$ cat config.mk
export PLATFORM = sky130hd
export DESIGN_NAME = burst_sequencer
export DESIGN_NICKNAME = d
export VERILOG_FILES = /design/src/rtl/burst_sequencer.sv
export SDC_FILE = /design/constraint.sdc
export NUM_CORES = 1
export LEC_CHECK = 0
export ABC_AREA = 1
export CAP_MARGIN = 20
export CELL_PAD_IN_SITES_DETAIL_PLACEMENT = 1
export CELL_PAD_IN_SITES_GLOBAL_PLACEMENT = 1
export CORE_UTILIZATION = 35
export DETAILED_ROUTE_END_ITERATION = 10
export PLACE_DENSITY_LB_ADDON = 0.1
export RECOVER_POWER = 100
export SYNTH_ARGS = -nofsm -noshare
export SYNTH_HDL_FRONTEND = slang
export SYNTH_SLANG_ARGS = --single-unit
$ cat constraint.sdc
create_clock -name clk -period 1.47 [get_ports clk]
set_input_delay 0.441 -clock clk [delete_from_list [all_inputs] [get_ports clk]]
set_output_delay 0.441 -clock clk [all_outputs]
set_load 0.005 [all_outputs]
$ cat src/rtl/burst_sequencer.sv
// Serialises one MRAM command per 23-cycle frame and captures serial read data into a response.
// Optional rsp_overrun sticky flag is built when BURST_SEQ_OVERRUN_EN is defined.
module burst_sequencer (
    input  logic        clk,
    input  logic        rst,
    input  logic        cmd_valid,
    output logic        cmd_ready,
    input  logic        cmd_op,
    input  logic [1:0]  cmd_bytes,
    input  logic [19:0] cmd_addr,
    input  logic [15:0] cmd_wdata,
    output logic [2:0]  rw_sel,
    output logic        addr_ser,
    output logic        data_ser,
    output logic        frame_start,
    input  logic        rd_ser_in,
    input  logic        rd_ser_valid,
    output logic        rsp_valid,
    output logic [15:0] rsp_data,
    input  logic        rsp_ready,
    output logic        busy
`ifdef BURST_SEQ_OVERRUN_EN
    ,
    output logic        rsp_overrun
`endif
);

    typedef enum logic {IDLE, RUN} state_t;
    localparam logic [4:0] LAST = 5'd22;

    state_t      state;
    logic [4:0]  cnt;
    logic [19:0] addr_sh;
    logic [15:0] data_sh;
    logic        armed;
    logic        cap_full;
    logic [4:0]  bit_cnt;
    logic [14:0] cap_sh;
    logic [15:0] cap_next;
    logic        blocked;
    logic        accept;
    logic        cap_done;

    // Only sized reads wait on an outstanding capture/response; writes and nops pass.
    assign blocked   = (armed || rsp_valid) && !cmd_op && (cmd_bytes != 2'b00);
    assign cmd_ready = rst && !blocked && ((state == IDLE) || (cnt == LAST));
    assign accept    = cmd_valid && cmd_ready;
    assign busy      = (state == RUN);
    assign cap_next  = {cap_sh, rd_ser_in};
    assign cap_done  = armed && rd_ser_valid && ((bit_cnt + 5'd1) == (cap_full ? 5'd16 : 5'd8));

    // Shift registers present bit k on the cycle the counter reads k; they drain to zero.
    always_ff @(posedge clk or negedge rst) begin
        if (!rst) begin
            state       <= IDLE;
            cnt         <= '0;
            addr_sh     <= '0;
            data_sh     <= '0;
            rw_sel      <= '0;
            addr_ser    <= 1'b0;
            data_ser    <= 1'b0;
            frame_start <= 1'b0;
        end else if (accept) begin
            state       <= RUN;
            cnt         <= '0;
            rw_sel      <= {cmd_bytes, cmd_op};
            frame_start <= 1'b1;
            addr_ser    <= 1'b0;
            data_ser    <= 1'b0;
            addr_sh     <= cmd_addr;
            data_sh     <= cmd_op ? cmd_wdata : '0;
        end else if (state == RUN) begin
            frame_start <= 1'b0;
            if (cnt == LAST) begin
                state    <= IDLE;
                cnt      <= '0;
                rw_sel   <= '0;
                addr_ser <= 1'b0;
                data_ser <= 1'b0;
            end else begin
                cnt      <= cnt + 5'd1;
                addr_ser <= addr_sh[19];
                data_ser <= data_sh[15];
                addr_sh  <= {addr_sh[18:0], 1'b0};
                data_sh  <= {data_sh[14:0], 1'b0};
            end
        end
    end

    always_ff @(posedge clk or negedge rst) begin
        if (!rst) begin
            armed     <= 1'b0;
            cap_full  <= 1'b0;
            bit_cnt   <= '0;
            cap_sh    <= '0;
            rsp_valid <= 1'b0;
            rsp_data  <= '0;
        end else begin
            if (cap_done) begin
                rsp_valid <= 1'b1;
                rsp_data  <= cap_full ? cap_next : {8'h00, cap_next[7:0]};
                armed     <= 1'b0;
                bit_cnt   <= '0;
            end else begin
                if (rsp_valid && rsp_ready)
                    rsp_valid <= 1'b0;
                if (armed && rd_ser_valid) begin
                    cap_sh  <= cap_next[14:0];
                    bit_cnt <= bit_cnt + 5'd1;
                end
            end
            if (accept && !cmd_op && (cmd_bytes != 2'b00)) begin
                armed    <= 1'b1;
                bit_cnt  <= '0;
                cap_sh   <= '0;
                cap_full <= (cmd_bytes == 2'b11);
            end
        end
    end

`ifdef BURST_SEQ_OVERRUN_EN
    always_ff @(posedge clk or negedge rst) begin
        if (!rst)
            rsp_overrun <= 1'b0;
        else if (cap_done && rsp_valid && !rsp_ready)
            rsp_overrun <= 1'b1;
    end
`endif

endmodule

==> impl_metrics.toml <==
[status]
status = "finished, violations left"
violations = "setup timing"

[grt]
first_global_vias = 4207
grt-ovfl-total = 0
grt_max_degree = 39
antenna_found_initial = 0
globalRouteTotalUtil = 0.249
grt_first_pass_wirelength_um = 21600

[synth]
syn-instance-count = 458
yosysWarnings = 0
synth_top_family_by_area = "simple AND/OR/NAND/NOR gates"
syn_nets = 506
synth_cell_types = 24
ys_seq_elements = 87
synthSimpleGateAreaFrac = 0.238
synth_top_area_frac = 0.557
synth_area_leaders = "dfrtp_1, nand2_1, o21ai_0"
yosys-mux-area-fraction = 0
synthXorXnorAreaFrac = 0.00672
synth.avg_cell_area_um2 = 8.53
synth_top_cell_by_area = "dfrtp_1"
syn-cell-area_mm2 = 0.00391
synth_compound_area_frac = 0.120
seq_area_frac_synth = 0.557
synth-adder-area-share = 0.00960

[timing]
setup_viol = 88
clock_skew_ps = 9.60
whs_ps = 93.2
layout_min_cycle_time_ps = 2030
max-slew-margin-rel = 0.428
fmax_mhz = 494
worst_pin_slew_ps = 859
final.setup.tns_ps = -32560
hold_viol_final = 0
rsz0062_at_grt = "yes"
fin_ws_ps = -556
period_share = 1.38
slew_violations = 0

[route]
wl_per_cell_um = 19.3
antenna_left = 0
drc = 0
drt_wl_total_um = 14800
vias_per_cell = 5.18
first_pass_iters = 4
drtIter0Drc = 84
vias = 3985

[layout]
mostFrequentLayoutCells = "dfrtp_1, nand2_1, buf_4"
drive_gt1_frac = 0.490
nNetsFinal = 673
n_antenna_cell = 0
final_common_cell = "dfrtp_1"
syn_to_final_growth_pct = 79.2

[worst_setup_path]
r2r_start = "cnt[0]$_DFFE_PN0P_"
rrSetupSlack_ps = -560
reg2regPathDepth = 12
endpoint_kind = "register"
worstReg2RegEnd = "data_sh[3]$_DFFE_PN0P_"
crit_arrival_ps = 2320
cp_max_fo = 7
worstPathRequired_ps = 1760
startpoint = "cnt[0]$_DFFE_PN0P_"
path_class = "register to register"
start_kind = "register"

[clocking]
clkLatencyLatePin_ps = 370
cts_tree = "done"
root_buffer = "clkbuf_8"
clk_pin_slew_ps = 90
clockBufferDepth = 2
clock-sinks = 87
cts_buffers = 9
htree_num_levels = 3

[floorplanning]
die_w_um = 108
ios = 70
coreArea_mm2 = 0.0108
start_util = 0.361
chipHeight_um = 108
std_cell_rows = 38
die-area_mm2 = 0.0116

[flow_run]
cap_violations = 0

[hold_path]
hp-class = "primary input to async pin"

[power_and_ir_drop]
power_mw = 12.2
p_per_area_mw_per_mm2 = 1740
p_leak_nw = 3.18
ir_worst_vdd_mv = 0.845

[placed_design]
post-place-ws_ps = -988
dpl.hpwl_um = 6920
port_buffers = 69
gp_congestion = 0.772
==> cells in the mapped netlist (all sizes together) <==
library cell,instances
ha,3
dfrtp,87
nor3,1
o21ai,42
clkbuf,6
a21oi,19
nand2,145
nand4,7
inv,39
nor2,34
o211ai,19
o22ai,3
xor2,3
buf,15
nand3,33
clkinv,2
==> report_power, final <==
group / leakage, nW / internal, mW / switching [mW] / total [mW]
Clock: 0.109 / 0.991 / 0.889 / 1.88
Combinational: 1.95 / 3.02 / 3.28 / 6.29
Sequential: 1.12 / 3.30 / 0.730 / 4.03
Total: 3.18 / 7.31 / 4.90 / 12.2
==> registers in the layout, summed over array words and instances (netlist names) <==
register,count
rw_sel,3
addr_sh,20
data_ser,1
frame_start,1
cnt,5
rsp_valid,1
cap_full,1
busy,1
armed,1
cap_sh,15
data_sh,16
rsp_data,16
addr_ser,1
bit_cnt,5
==> kinds of logic after synthesis <==
kind of cell / Yosys count
xor+xnor: 3
simple gates: 220
fa+ha+maj: 3
buf+inv: 62
flops: 87
compound gates: 83
==> stage by stage <==
stage	std cells	cell area [µm²]	util
final	769	7010	0.646
after global placement	688	5070	0.468
after global routing	769	7010	0.646
after detailed placement	688	5070	0.468
after CTS	762	6590	0.607
after floorplan	458	3980	-
==> worst max-delay path: stages (launching register included) <==
cell	delay [ps]
dfrtp_1	400
inv_1	80
ha_2	200
nand4_1	150
nand2_2	160
nand4_4	120
buf_12	160
buf_12	130
buf_8	120
nand2_8	100
buf_12	150
nor2_2	50
a21oi_2	120
==> worst max path at each step <==
stage | depth (start not counted) | to | slack [ps]
6_report | 12 | data_sh[3]$_DFFE_PN0P_ | -560
5_1_grt | 12 | data_sh[15]$_DFFE_PN0P_ | -610
4_1_cts | 7 | cmd_ready | -470
3_5_place_dp | 7 | cmd_ready | -990
3_3_place_gp | 7 | cmd_ready | -940
2_1_floorplan | 8 | addr_sh[11]$_DFFE_PN0P_ | -130
==> layout make-up <==
class / instances / area (µm²)
Tap cell: 140 / 175
Multi-Input combinational cell: 311 / 2390
Inverter: 41 / 159
Sequential cell: 87 / 2180
Clock inverter: 4 / 70.1
Fill cell: 1150 / 3830
Clock buffer: 11 / 141
Timing Repair Buffer: 175 / 1890
==> metal layers <==
layer	GRT usage	vias to the layer above	wire [µm]
met2	0.462	97	8330
met4	0.129	0	432
met3	0.0291	33	380
li1	-	1825	-
met5	0	-	0
met1	0.278	2030	5690
==> what timing repair did <==
action,in CTS,in global routing
resized for setup,225,152
setup buffers,45,17
hold buffers,0,0
setup endpoints to repair,112,103
pin swaps,53,59
gates cloned,15,2
(Power assumes the default switching activity.)
